--- src/rtl/digital_port_irq_pkg.sv ---
// Shared constants for the digital_port_irq block: register map and defaults.
// Latency: n/a (package only).
// Backpressure: n/a (package only).
package digital_port_irq_pkg;

  localparam int DEFAULT_WIDTH         = 32;
  localparam int DEFAULT_SYNC_STAGES   = 2;
  localparam int DEFAULT_DEBOUNCE_BITS = 16;

  localparam int ADDR_W = 3;
  localparam int DATA_W = 32;

  localparam logic [ADDR_W-1:0] ADDR_LEVEL    = 3'd0;
  localparam logic [ADDR_W-1:0] ADDR_RISE_EN  = 3'd1;
  localparam logic [ADDR_W-1:0] ADDR_FALL_EN  = 3'd2;
  localparam logic [ADDR_W-1:0] ADDR_PENDING  = 3'd3;
  localparam logic [ADDR_W-1:0] ADDR_DEBOUNCE = 3'd4;

endpackage

--- src/rtl/digital_port_irq_if.sv ---
// Register bus in the DigitalPort chipSelect/writeEnable/dataIn/dataOut style.
// Latency: writes land on the clk edge they are presented; reads are combinational.
// Backpressure: none; every access completes in the cycle it is issued.
interface digital_port_irq_if;
  import digital_port_irq_pkg::*;

  logic              chipSelect;
  logic              writeEnable;
  logic [ADDR_W-1:0] address;
  logic [DATA_W-1:0] dataIn;
  logic [DATA_W-1:0] dataOut;

  modport master (output chipSelect, writeEnable, address, dataIn, input dataOut);
  modport slave  (input chipSelect, writeEnable, address, dataIn, output dataOut);

endinterface

--- src/rtl/digital_port_irq_port_sync_debounce.sv ---
// Synchronises raw pins into clk and optionally debounces them into a stable vector.
// Latency: SYNC_STAGES cycles bypassed; up to SYNC_STAGES + 2N + 1 with debounce N.
// Backpressure: none; free-running pipeline, stableNext is the value stable takes next edge.
module port_sync_debounce #(
  parameter int WIDTH         = 32,
  parameter int SYNC_STAGES   = 2,   // must be at least 2
  parameter int DEBOUNCE_BITS = 16
) (
  input  logic                     clk,
  input  logic                     reset,
  input  logic [DEBOUNCE_BITS-1:0] debounceVal,
  input  logic                     prescalerClr,
  input  logic [WIDTH-1:0]         ioIn,
  output logic [WIDTH-1:0]         stable,
  output logic [WIDTH-1:0]         stableNext
);

  logic [SYNC_STAGES-1:0][WIDTH-1:0] syncChain;
  logic [WIDTH-1:0]                  syncOut;
  logic [WIDTH-1:0]                  sample;
  logic [WIDTH-1:0]                  agree;
  logic [DEBOUNCE_BITS-1:0]          prescaler;
  logic                              debounceOn;
  logic                              tick;

  assign syncOut    = syncChain[SYNC_STAGES-1];
  assign debounceOn = (debounceVal != '0);
  assign tick       = debounceOn && (prescaler == debounceVal - 1'b1);
  assign agree      = ~(syncOut ^ sample);

  // Metastability chain: shift raw pins in at stage 0.
  always_ff @(posedge clk or negedge reset) begin
    if (!reset) syncChain <= '0;
    else        syncChain <= {syncChain[SYNC_STAGES-2:0], ioIn};
  end

  // Prescaler counts 0..N-1 and wraps on the tick; held at 0 when bypassed or reprogrammed.
  always_ff @(posedge clk or negedge reset) begin
    if (!reset)                                 prescaler <= '0;
    else if (prescalerClr || !debounceOn || tick) prescaler <= '0;
    else                                        prescaler <= prescaler + 1'b1;
  end

  // Tick-rate snapshot of the synchronised pins, compared against the next tick.
  always_ff @(posedge clk or negedge reset) begin
    if (!reset)     sample <= '0;
    else if (tick)  sample <= syncOut;
  end

  // Next stable value: follow syncOut directly when bypassed, else only bits two ticks agree on.
  always_comb begin
    stableNext = stable;
    if (!debounceOn)  stableNext = syncOut;
    else if (tick)    stableNext = (stable & ~agree) | (syncOut & agree);
  end

  // Debounced pin state register.
  always_ff @(posedge clk or negedge reset) begin
    if (!reset) stable <= '0;
    else        stable <= stableNext;
  end

endmodule

--- src/rtl/digital_port_irq.sv ---
// Edge-detecting pin interrupt controller with sticky PENDING flags and a level irq.
// Latency: PENDING/irq update on the same edge as LEVEL; irq adds no cycle over PENDING.
// Backpressure: none; register bus accesses always complete in one cycle.
module digital_port_irq
  import digital_port_irq_pkg::*;
#(
  parameter int WIDTH         = DEFAULT_WIDTH,        // at most DATA_W
  parameter int SYNC_STAGES   = DEFAULT_SYNC_STAGES,
  parameter int DEBOUNCE_BITS = DEFAULT_DEBOUNCE_BITS // at most DATA_W
) (
  input  logic                 clk,
  input  logic                 reset,
  digital_port_irq_if.slave    bus,
  input  logic [WIDTH-1:0]     ioIn,
  output logic                 irq
);

  logic [WIDTH-1:0]         stable;
  logic [WIDTH-1:0]         stableNext;
  logic [WIDTH-1:0]         riseEn;
  logic [WIDTH-1:0]         fallEn;
  logic [WIDTH-1:0]         pending;
  logic [WIDTH-1:0]         w1cMask;
  logic [WIDTH-1:0]         rise;
  logic [WIDTH-1:0]         fall;
  logic [DEBOUNCE_BITS-1:0] debounceReg;
  logic                     writeHit;

  assign writeHit = bus.chipSelect & bus.writeEnable;
  assign w1cMask  = (writeHit && bus.address == ADDR_PENDING) ? bus.dataIn[WIDTH-1:0] : '0;
  assign rise     = stableNext & ~stable;
  assign fall     = ~stableNext & stable;
  assign irq      = |pending;

  port_sync_debounce #(
    .WIDTH         (WIDTH),
    .SYNC_STAGES   (SYNC_STAGES),
    .DEBOUNCE_BITS (DEBOUNCE_BITS)
  ) u_sync (
    .clk          (clk),
    .reset        (reset),
    .debounceVal  (debounceReg),
    .prescalerClr (writeHit && bus.address == ADDR_DEBOUNCE),
    .ioIn         (ioIn),
    .stable       (stable),
    .stableNext   (stableNext)
  );

  // Software-writable configuration registers.
  always_ff @(posedge clk or negedge reset) begin
    if (!reset) begin
      riseEn      <= '0;
      fallEn      <= '0;
      debounceReg <= '0;
    end else if (writeHit) begin
      if (bus.address == ADDR_RISE_EN)  riseEn      <= bus.dataIn[WIDTH-1:0];
      if (bus.address == ADDR_FALL_EN)  fallEn      <= bus.dataIn[WIDTH-1:0];
      if (bus.address == ADDR_DEBOUNCE) debounceReg <= bus.dataIn[DEBOUNCE_BITS-1:0];
    end
  end

  // Sticky pending flags: W1C clear first, then new enabled edges set, so a same-cycle edge wins.
  always_ff @(posedge clk or negedge reset) begin
    if (!reset) pending <= '0;
    else        pending <= (pending & ~w1cMask) | (rise & riseEn) | (fall & fallEn);
  end

  // Side-effect-free read mux; idle bus reads as 0.
  always_comb begin
    bus.dataOut = '0;
    if (bus.chipSelect) begin
      case (bus.address)
        ADDR_LEVEL:    bus.dataOut = DATA_W'(stable);
        ADDR_RISE_EN:  bus.dataOut = DATA_W'(riseEn);
        ADDR_FALL_EN:  bus.dataOut = DATA_W'(fallEn);
        ADDR_PENDING:  bus.dataOut = DATA_W'(pending);
        ADDR_DEBOUNCE: bus.dataOut = DATA_W'(debounceReg);
        default:       bus.dataOut = '0;
      endcase
    end
  end

endmodule

--- src/flat_wrapper.sv ---
// flat-port wrapper written by rule: the top's interface ports become plain ports
module digital_port_irq_flat import digital_port_irq_pkg::*;
#(
  parameter int WIDTH         = DEFAULT_WIDTH,                         
  parameter int SYNC_STAGES   = DEFAULT_SYNC_STAGES,
  parameter int DEBOUNCE_BITS = DEFAULT_DEBOUNCE_BITS                  
)
  (clk, reset, ioIn, irq, bus_chipSelect, bus_writeEnable, bus_address, bus_dataIn, bus_dataOut);
  digital_port_irq_if bus_i ();
  input  logic clk;
  input  logic reset;
  input  logic [WIDTH-1:0] ioIn;
  output logic irq;
  input wire logic [$bits(bus_i.chipSelect)-1:0] bus_chipSelect;
  input wire logic [$bits(bus_i.writeEnable)-1:0] bus_writeEnable;
  input wire logic [$bits(bus_i.address)-1:0] bus_address;
  input wire logic [$bits(bus_i.dataIn)-1:0] bus_dataIn;
  output wire logic [$bits(bus_i.dataOut)-1:0] bus_dataOut;
  assign bus_i.chipSelect = bus_chipSelect;
  assign bus_i.writeEnable = bus_writeEnable;
  assign bus_i.address = bus_address;
  assign bus_i.dataIn = bus_dataIn;
  assign bus_dataOut = bus_i.dataOut;
  digital_port_irq #(.WIDTH(WIDTH), .SYNC_STAGES(SYNC_STAGES), .DEBOUNCE_BITS(DEBOUNCE_BITS)) u_core (.clk(clk), .reset(reset), .bus(bus_i), .ioIn(ioIn), .irq(irq));
endmodule
--- config.mk ---
export PLATFORM = sky130hd
export DESIGN_NAME = digital_port_irq_flat
export DESIGN_NICKNAME = d
export VERILOG_FILES = /design/src/rtl/digital_port_irq_pkg.sv /design/src/rtl/digital_port_irq_if.sv /design/src/rtl/digital_port_irq_port_sync_debounce.sv /design/src/rtl/digital_port_irq.sv /design/src/flat_wrapper.sv
export SDC_FILE = /design/constraint.sdc
export NUM_CORES = 1
export LEC_CHECK = 0
export BUFFER_PORTS_ARGS = -buffer_cell sky130_fd_sc_hd__buf_2
export CAP_MARGIN = 20
export CORE_UTILIZATION = 65
export DETAILED_ROUTE_END_ITERATION = 12
export PLACE_DENSITY = 0.89
export SKIP_CTS_REPAIR_TIMING = 1
export SLEW_MARGIN = 0
export SYNTH_ARGS = -nofsm -noshare
export SYNTH_HDL_FRONTEND = slang
export SYNTH_SLANG_ARGS = --single-unit
export TNS_END_PERCENT = 10
--- constraint.sdc ---
create_clock -name clk -period 7.9 [get_ports clk]
set_clock_uncertainty 0.1 [all_clocks]
set_input_delay 1.58 -clock clk [delete_from_list [all_inputs] [get_ports clk]]
set_output_delay 1.58 -clock clk [all_outputs]
set_load 0.05 [all_outputs]
==> results of run 1 <==
## flip-flops by register name, indices dropped and copies added (netlist names)
name                     flops
u_core.fallEn               32
u_core.pending              32
u_core.riseEn               32
u_core.u_sync.sample        32
u_core.u_sync.stable        32
u_core.u_sync.syncChain     32
u_core.u_sync.syncOut       32
u_core.debounceReg          16
u_core.u_sync.prescaler     16
## cells in the mapped netlist (2+ instances only)
cell type / count
xor2_1: 14
clkbuf_1: 50
nand2_1: 78
and2_1: 3
or2_2: 2
buf_4: 2
nor2_1: 149
nor4_4: 2
nor3b_1: 2
nand3_1: 8
nor4b_1: 2
mux2_2: 96
and3_1: 7
xnor2_1: 18
a31oi_1: 31
a21oi_1: 50
a21o_1: 32
a22oi_1: 63
ha_1: 2
inv_1: 6
nor4_1: 14
o211ai_1: 3
or4_1: 3
and4b_1: 2
nor3_1: 27
a211oi_1: 62
buf_1: 5
o21a_1: 2
nand4_1: 9
or3_1: 2
nand3b_1: 34
buf_2: 13
buf_6: 3
o21ai_1: 2
mux2_4: 28
mux2i_1: 17
nand4b_1: 3
o21ai_0: 69
o31ai_1: 31
dfrtp_1: 256
## logic make-up after synthesis
logic type | after synthesis | share of synthesized area, %
XOR/XNOR | 32 | 2.19
adder cells (fa/ha/maj) | 2 | 0.196
AND/OR/NAND/NOR | 352 | 13.4
multiplexers | 142 | 13.3
flip-flops | 256 | 50.1
buffers and inverters | 79 | 2.68
AO/OA/AOI/OAI | 352 | 18.2
## power by group through the flow
stage	Sequential, mW	Clock (mW)	Combinational [mW]
floorplan	1.64	0	0.480
global placement	1.72	0	0.588
detailed placement	1.73	0	0.616
CTS	1.72	1.26	0.628
global route	1.75	1.31	0.697
finish	1.73	1.25	0.636
## final cells by class
| cell class | count | area [µm²] |
|---|---|---|
| multi-input cells | 880 | 6090 |
| fillers | 1205 | 4600 |
| repair buffers | 125 | 711 |
| clock buffers | 40 | 763 |
| well taps | 260 | 325 |
| flip-flops and latches | 256 | 6410 |
| inverters | 6 | 22.5 |
| clock inverters | 7 | 103 |
## through the flow
step / total power, mW / utilization [%]
final: 3.61 / 75.8
after global routing: 3.75 / 75.8
after CTS: 3.60 / 75.7
after detailed placement: 2.35 / 71.1
after global placement: 2.31 / 71.1
after floorplan: 2.12 / -
## layer usage
layer  part of all wire, %  global-route usage, %  wire length, µm  up-vias
li1                      -                      -                -     4642
met1                    39                   47.5            13500     5228
met2                    46                   54.2            15900      702
met3                    10                   6.66             3430      129
met4                   4.4                   15.8             1500        0
met5                     0                      0                0        -
## worst max-delay path by stage
stage	from	slack [ns]	endpoint	depth (start not counted)
global placement	bus_address[1]	2.18	bus_dataOut[11]	8
detailed placement	bus_address[1]	2.10	bus_dataOut[15]	8
finish	bus_address[1]	1.99	bus_dataOut[15]	8
floorplan	bus_address[1]	2.39	bus_dataOut[6]	7
global route	bus_address[1]	1.89	bus_dataOut[15]	8
CTS	bus_address[1]	2.07	bus_dataOut[15]	8
==> results.yml, run 1 <==
routing:
  drt_iter0_markers: 1186
  firstDrtPassIters: 8
  drtAntennaViolNets: 0
  post-route-drc-count: 0
  viasPerCell: 6.80
  wl_per_cell_um: 21.8
  wl_mm: 34.3
  num_vias: 10701
timing:
  finalCritPeriodShare_pct: 74.8
  finalHoldViolCount: 0
  setup_viol: 0
  worstMarginPinSlew_ns: 1.08
  fmax_mhz: 169
  rsz0062_at_grt: "false"
  relSlewSlack_pct: 27.7
  whs_ns: 0.245
  postLayoutSetupSlackWorst_ns: 1.99
  finalSetupTns_ns: 0
  period_needed_ns: 5.91
  slew_violations: 0
pwr:
  switching_share_pct: 30.5
  internal-power_mw: 2.51
  pwr-share-seq_pct: 47.8
  power_leakage_nw: 6.28
  p_comb_share_pct: 17.6
  pwr_density_cell_nw_per_um2: 251
  pwr-share-clk_pct: 34.6
  ir_drop_mv: 0.196
  switchingPower_mw: 1.10
worst_hold_path:
  worstHoldStart: "u_core.u_sync.syncChain[4]$_DFF_PN0_"
  worstHoldPathType: "reg2reg"
  min_delay_path_depth: 0
  min_to: "u_core.u_sync.syncOut[4]$_DFF_PN0_"
synthesis:
  syn_inst: 1215
  synthTopCellsByArea: "dfrtp_1 50%, mux2_2 8.5%, nor2_1 4.4%"
  synth_seq_cells: 256
  synth_edf_count: 0
  synth_area_um2: 12800
  avgSynthCellArea_um2: 10.5
  ys.flop_type: "dfrtp_1"
  yosysSeqAreaShare_pct: 50.1
  synthArstFlopShare_pct: 100
  synth_nets: 1288
  yosysWarningCount: 0
  synth_top_area_share_pct: 50.1
  yosys.area.top_type: "dfrtp_1"
  yosysUniqueCellTypes: 53
cts:
  numCtsBuffers: 26
  clockRootBuffer: "clkbuf_16"
  clkTransAtPathRegs_ns: 0.06
  cts_tree: "done"
  clk_path_buf_depth: 3
  cts_max_level: 1
  clk-insertion-delay-late_ns: 0.54
  clkSinkCount: 256
critical_path:
  startpoint_type: "input port"
  worst_path_largest_cell_delay_ns: 0.56
  cp_max_fo: 22
  reg2regPathDepth: 8
  critPathKind: "in2out"
  cp.arrival_ns: 4.23
  crit_buf_inv: 5
  worstReg2RegEnd: "u_core.u_sync.prescaler[13]$_DFF_PN0_"
  ff2ff_setup_slack_ns: 4.39
  crit_path_end_kind: "output port"
  required_ns: 6.22
  worstReg2RegStart: "u_core.debounceReg[3]$_DFFE_PN0P_"
  crit_family: "buffers and inverters"
  cp_slowest_cell: "nor3_2"
  path_cells: "buf_2 > buf_4 > inv_1 > nor3_2 > buf_4 > a22oi_1 > a21oi_1 > buf_2"
layout:
  final_common_cell: "dfrtp_1"
  drive_gt1_share_pct: 23.4
  final_area_um2: 14400
  instances_no_fill: 1574
  antenna-diode-count: 0
  layout.nets: 1368
  layout_common_cells: "256 x dfrtp_1, 149 x nor2_1, 102 x buf_2"
  area_delta_synth_final_pct: 12.8
floorplanning:
  start_util_pct: 67.2
  core_area_um2: 19000
  core.rowCount: 50
  fp.dieW_um: 142
  die_area_um2: 20200
  ioPinCount: 104
  fp.dieH_um: 142
placement:
  io_buffers: 103
  gp_congestion: 0.928
  place_area_um2: 13500
  hpwl_mm: 21.2
  pre_cts_ws_ns: 2.10
  dp_cells: 1525
global_route:
  grt_usage_pct: 34.7
  grt.overflow.total: 0
  grt_antenna_before_repair: 0
  grt_max_degree: 111
  grt_pass1_wl_mm: 54.9
  grt_pass1_vias: 10500
flow_run:
  max_cap_viol_count: 0
status:
  status: "complete, no violations"
No activity file was read; power rests on OpenSTA's default activity.
==> run 2: changes to the inputs <==
--- a/config.mk
+++ b/config.mk
@@ -7,9 +7,9 @@
 export LEC_CHECK = 0
 export BUFFER_PORTS_ARGS = -buffer_cell sky130_fd_sc_hd__buf_2
 export CAP_MARGIN = 20
-export CORE_UTILIZATION = 65
+export CORE_UTILIZATION = 55
 export DETAILED_ROUTE_END_ITERATION = 12
-export PLACE_DENSITY = 0.89
+export PLACE_DENSITY = 0.8
 export SKIP_CTS_REPAIR_TIMING = 1
 export SLEW_MARGIN = 0
 export SYNTH_ARGS = -nofsm -noshare
==> constraint.sdc (replaced) <==
create_clock -name clk -period 5.21 [get_ports clk]
set_clock_uncertainty 0.1 [all_clocks]
set_input_delay 1.042 -clock clk [delete_from_list [all_inputs] [get_ports clk]]
set_output_delay 1.042 -clock clk [all_outputs]
set_load 0.05 [all_outputs]
==> run 2 against run 1 <==
  * Non-clock buffer count up 3
  * Worst setup slack worse by 1.0 ns
  * Die area up 18%
  * Via count down 1.6%
  * Largest power group unchanged
  * Hold slack about the same
==> results.yml, run 2 (same netlist as run 1, synthesis figures left out) <==
pwr:
  pwr_density_cell_nw_per_um2: 385
  switching_share_pct: 30.1
  pwr-share-clk_pct: 36.3
  switchingPower_mw: 1.69
  internal-power_mw: 3.92
  power_mw: 5.61
  power_leakage_nw: 6.35
  ir_drop_mv: 0.302
  p_comb_share_pct: 17.1
  pwr-share-seq_pct: 46.5
timing:
  period_needed_ns: 4.24
  worstMarginPinSlew_ns: 1.06
  whs_ns: 0.245
  finalSetupTns_ns: 0
  setup_viol: 0
  slew_violations: 0
  relSlewSlack_pct: 28.9
  finalCritPeriodShare_pct: 81.4
  rsz0062_at_grt: "false"
  finalHoldViolCount: 0
  fmax_mhz: 236
placement:
  gp_congestion: 0.876
  io_buffers: 103
  hpwl_mm: 21.6
critical_path:
  required_ns: 4.07
  ff2ff_setup_slack_ns: 1.12
  cp_slowest_cell: "nor3_2"
  critPathKind: "in2out"
  cp.arrival_ns: 3.10
  worst_path_largest_cell_delay_ns: 0.63
  crit_family: "buffers and inverters"
  cp_max_fo: 19
  crit_path_end_kind: "output port"
  crit_buf_inv: 3
  startpoint_type: "input port"
  path_cells: "buf_2 > inv_1 > nor3_2 > a21oi_1 > a21oi_1 > buf_2"
floorplanning:
  fp.dieH_um: 154
  die_area_um2: 23900
  ioPinCount: 104
  core_area_um2: 22700
  fp.dieW_um: 154
  core.rowCount: 55
  start_util_pct: 56.3
layout:
  area_delta_synth_final_pct: 14.1
  fill_cells: 1753
  drive_gt1_share_pct: 24.1
  layout_common_cells: "256 x dfrtp_1, 149 x nor2_1, 102 x buf_2"
  antenna-diode-count: 0
  layout.nets: 1373
  final_common_cell: "dfrtp_1"
cts:
  numCtsBuffers: 28
  clkTransAtPathRegs_ns: 0.06
  clkSinkCount: 256
  cts_tree: "done"
  clk-insertion-delay-late_ns: 0.56
  clockRootBuffer: "clkbuf_16"
  cts_max_level: 1
  clk_path_buf_depth: 3
routing:
  drt_iter0_markers: 966
  wl_mm: 34.2
  wl_per_cell_um: 21.3
  post-route-drc-count: 0
  num_vias: 10525
  firstDrtPassIters: 7
  drtAntennaViolNets: 0
  viasPerCell: 6.56
global_route:
  grt_pass1_vias: 10104
  grt.overflow.total: 0
  grt_usage_pct: 28.8
  grt_max_degree: 129
  grt_pass1_wl_mm: 54.7
  grt_antenna_before_repair: 0
flow_run:
  max_cap_viol_count: 0
status:
  status: "complete, no violations"
worst_hold_path:
  worstHoldPathType: "reg2reg"
-- run 2: worst paths after layout --
| path | from | cells after the start | endpoint |
|---|---|---|---|
| min in group asynchronous | reset | 1 | u_core.u_sync.sample[3]$_DFFE_PN0N_ |
| max in group asynchronous | reset | 2 | u_core.u_sync.syncOut[18]$_DFF_PN0_ |
| hold / removal | u_core.u_sync.syncChain[9]$_DFF_PN0_ | 0 | u_core.u_sync.syncOut[9]$_DFF_PN0_ |
| setup / recovery | bus_address[2] | 6 | bus_dataOut[0] |
| setup reg to reg | u_core.debounceReg[3]$_DFFE_PN0P_ | 8 | u_core.u_sync.sample[30]$_DFFE_PN0N_ |
| hold reg to reg | u_core.u_sync.syncChain[9]$_DFF_PN0_ | 0 | u_core.u_sync.syncOut[9]$_DFF_PN0_ |
-- run 2: cell type report --
cell class	instances	area [µm²]	area share [%]
multi-input combinational	880	6090	41.8
tap	285	357	2.45
inverter	6	22.5	0.154
clock buffer	40	846	5.80
sequential	256	6410	43.9
clock inverter	10	120	0.824
timing repair buffer	128	738	5.06
-- run 2: worst register-to-register path: cells and delay by family, from the launching register on --
kind	cells	cell delay, ns
AND/OR/NAND/NOR	3	1.53
AO/OA/AOI/OAI	3	0.94
buffers and inverters	1	0.52
flip-flops	1	0.50
multiplexers	1	0.37
-- run 2: per-stage QoR --
step / area [µm²] / setup slack (ns) / utilization, % / cells
global route: 14600 / 0.881 / 64.2 / 1605
CTS: 14600 / 1.04 / 64.2 / 1605
floorplan: 12800 / 0.774 / - / 1215
finish: 14600 / 0.971 / 64.2 / 1605
detailed placement: 13600 / 1.05 / 59.9 / 1555
global placement: 13600 / 1.10 / 59.9 / 1555
-- run 2: metal layers --
metal | GRT usage (%) | wire, µm | part of all wire (%) | vias up
li1 | - | - | - | 4677
met1 | 40.2 | 14400 | 42 | 5229
met2 | 45.5 | 15900 | 46 | 525
met3 | 4.31 | 2670 | 7.8 | 94
met4 | 11.5 | 1240 | 3.6 | 0
met5 | 0 | 0 | 0 | -
-- run 2: power by group through the flow --
stage | clock network, mW | registers, mW | logic, mW
after floorplan | 0 | 2.49 | 0.728
after global placement | 0 | 2.61 | 0.912
after CTS | 2.06 | 2.59 | 0.954
final | 2.04 | 2.61 | 0.959
after global routing | 2.13 | 2.64 | 1.05
after detailed placement | 0 | 2.62 | 0.947
==> run 3: changes to the inputs <==
--- a/config.mk
+++ b/config.mk
@@ -5,11 +5,12 @@
 export SDC_FILE = /design/constraint.sdc
 export NUM_CORES = 1
 export LEC_CHECK = 0
+export ABC_AREA = 1
 export BUFFER_PORTS_ARGS = -buffer_cell sky130_fd_sc_hd__buf_2
 export CAP_MARGIN = 20
-export CORE_UTILIZATION = 55
+export CORE_UTILIZATION = 54
 export DETAILED_ROUTE_END_ITERATION = 12
-export PLACE_DENSITY = 0.8
+export PLACE_DENSITY = 0.79
 export SKIP_CTS_REPAIR_TIMING = 1
 export SLEW_MARGIN = 0
 export SYNTH_ARGS = -nofsm -noshare
==> constraint.sdc (replaced) <==
create_clock -name clk -period 3.7 [get_ports clk]
set_clock_uncertainty 0.1 [all_clocks]
set_input_delay 0.74 -clock clk [delete_from_list [all_inputs] [get_ports clk]]
set_output_delay 0.74 -clock clk [all_outputs]
set_load 0.05 [all_outputs]
==> run 3 against run 2 <==
  * Die area is 4.7% lower
  * Wire length is 12% lower
  * Register-to-register slack got worse by 0.39 ns
  * Sequential share of layout area up 2.6 points
==> results.yml, run 3 <==
status:
  status: "complete, no violations"
routing:
  viasPerCell: 5.52
  post-route-drc-count: 0
  drtAntennaViolNets: 0
  num_vias: 10386
  wl_per_cell_um: 15.9
  firstDrtPassIters: 6
  route.met3.wl_mm: 2.20
  wl_mm: 30.0
  met1Wirelength_mm: 12.3
  drt_iter0_markers: 891
  wl_met2_mm: 14.6
  routed.top_layer: "met4"
timing:
  setup_viol: 0
  rsz0062_at_grt: "false"
  fmax_mhz: 288
  slew_violations: 0
  relSlewSlack_pct: 44.8
  worstMarginPinSlew_ns: 0.828
  finalHoldViolCount: 0
  finalCritPeriodShare_pct: 93.8
  period_needed_ns: 3.47
  finalSetupTns_ns: 0
critical_path:
  required_ns: 2.86
  ff2ff_setup_slack_ns: 0.73
  cp_max_fo: 3
  worstReg2RegStart: "u_core.debounceReg[0]$_DFFE_PN0P_"
  worstReg2RegEnd: "u_core.pending[26]$_DFF_PN0_"
  startpoint_type: "flip-flop"
  cp.arrival_ns: 2.63
  cp_slowest_cell: "nor4_1"
  crit_path_end_kind: "output port"
  critPathKind: "reg2out"
  path_cells: "nor4_1 > nand4_1 > or4_1 > buf_2"
  worst_path_largest_cell_delay_ns: 0.57
  reg2regPathDepth: 18
floorplanning:
  fp.dieH_um: 151
  ioPinCount: 104
  core_area_um2: 21800
  fp.dieW_um: 151
  core.rowCount: 54
  die_area_um2: 22700
  start_util_pct: 55.0
synthesis:
  yosysUniqueCellTypes: 37
  synth_seq_cells: 256
  ys_top_cells_by_count: "503 x nand2_1, 256 x dfrtp_1, 167 x inv_1, 163 x o21ai_0, 108 x nor2_1"
  yosysMostFrequentCell: "nand2_1"
  yosys.area.top_type: "dfrtp_1"
  yosysWarningCount: 0
  synth_edf_count: 0
  synth_nets: 1553
  synth_top_area_share_pct: 53.6
  avgSynthCellArea_um2: 8.08
  yosysSeqAreaShare_pct: 53.6
  synth_area_um2: 12000
  syn_inst: 1480
  synthTopCellsByArea: "dfrtp_1 54%, nand2_1 16%, o21ai_0 6.8%"
  synthArstFlopShare_pct: 100
  ys.flop_type: "dfrtp_1"
cts:
  clkTransAtPathRegs_ns: 0.06
  cts_max_level: 1
  clockRootBuffer: "clkbuf_16"
  numCtsBuffers: 27
  clk-insertion-delay-late_ns: 0.54
  cts_tree: "done"
  clkSinkCount: 256
  clk_path_buf_depth: 3
layout:
  final_common_cell: "nand2_1"
  layout.nets: 1655
  antenna-diode-count: 0
  layout_common_cells: "501 x nand2_1, 256 x dfrtp_1, 167 x inv_1"
  instances_no_fill: 1883
  utilization_pct: 63.3
  area_delta_synth_final_pct: 15.1
  drive_gt1_share_pct: 12.2
flow_run:
  max_cap_viol_count: 0
global_route:
  grt_usage_pct: 27.6
  grt_max_degree: 107
  grt_antenna_before_repair: 0
  grt_pass1_vias: 9822
  grt_pass1_wl_mm: 49.1
  grt.overflow.total: 0
pwr:
  pwr_density_cell_nw_per_um2: 640
  power_leakage_nw: 7.03
  ir_drop_mv: 0.449
  power_mw: 8.80
placement:
  dp_cells: 1833
  io_buffers: 103
  gp_congestion: 0.900
  hpwl_mm: 19.5
worst_hold_path:
  worstHoldPathType: "in2async"
-- run 3: cell types whose count changed in the layout (fill, tap and decap cells not counted), moves of 43 or more --
cell / before / now
a21oi_1: 50 / 7
o21ai_0: 68 / 163
a22oi_1: 63 / 3
inv_1: 6 / 167
nand3_1: 8 / 76
a211oi_1: 62 / 0
mux2_2: 96 / 1
nand2_1: 78 / 501
-- run 3: critical path: cells and delay by family, from the launching register on --
kind                   cells  cell delay, ns
AND/OR/NAND/NOR            3            1.43
buffers and inverters      1            0.24
flip-flops                 1            0.42
-- run 3: metal layers --
layer	vias to the layer above	global-route usage [%]
met3	81	4.07
met5	-	0
met4	0	10.3
met2	415	46.3
li1	4967	-
met1	4923	36.4
-- run 3: power by group --
| part | switching [mW] | leakage (nW) | internal [mW] |
|---|---|---|---|
| Combinational | 1.32 | 3.46 | 0.750 |
| Sequential | 0.582 | 3.12 | 3.41 |
| Clock | 1.10 | 0.459 | 1.65 |
| Total | 3.00 | 7.03 | 5.81 |
-- run 3: per-stage QoR --
step	instance area [µm²]	setup slack [ns]	hold slack (ns)
after floorplan	12000	0.404	0.231
after global placement	12800	0.606	0.232
after detailed placement	12800	0.596	0.235
after CTS	13800	0.267	0.185
after global routing	13800	0.199	0.188
final	13800	0.229	0.154
-- run 3: area by class of cell --
type	instances	area (µm²)
inverters	171	642
well taps	280	350
flip-flops and latches	256	6410
multi-input cells	1001	4710
repair buffers	125	741
clock buffers	44	860
clock inverters	6	58.8
fillers	1842	7990
-- run 3: kinds of logic (layout without fill, tap and decap cells) --
family                   after synthesis  count (layout)  share of synthesized area (%)
AO/OA/AOI/OAI                        219             219                           10.6
XOR/XNOR                              13              13                           1.07
adder cells (fa/ha/maj)                2               2                          0.209
buffers and inverters                223             346                           7.26
flip-flops                           256             256                           53.6
multiplexers                           1               1                         0.0942
AND/OR/NAND/NOR                      766             766                           27.2
-- run 3: worst max path at each step --
stage	start	endpoint	slack (ns)	cells after the start
after global placement	bus_address[0]	bus_dataOut[8]	0.61	7
after detailed placement	bus_address[0]	bus_dataOut[8]	0.60	7
final	u_core.pending[13]$_DFF_PN0_	irq	0.23	4
after global routing	u_core.pending[2]$_DFF_PN0_	irq	0.20	4
after floorplan	bus_address[1]	bus_dataOut[11]	0.40	4
after CTS	u_core.pending[13]$_DFF_PN0_	irq	0.27	4
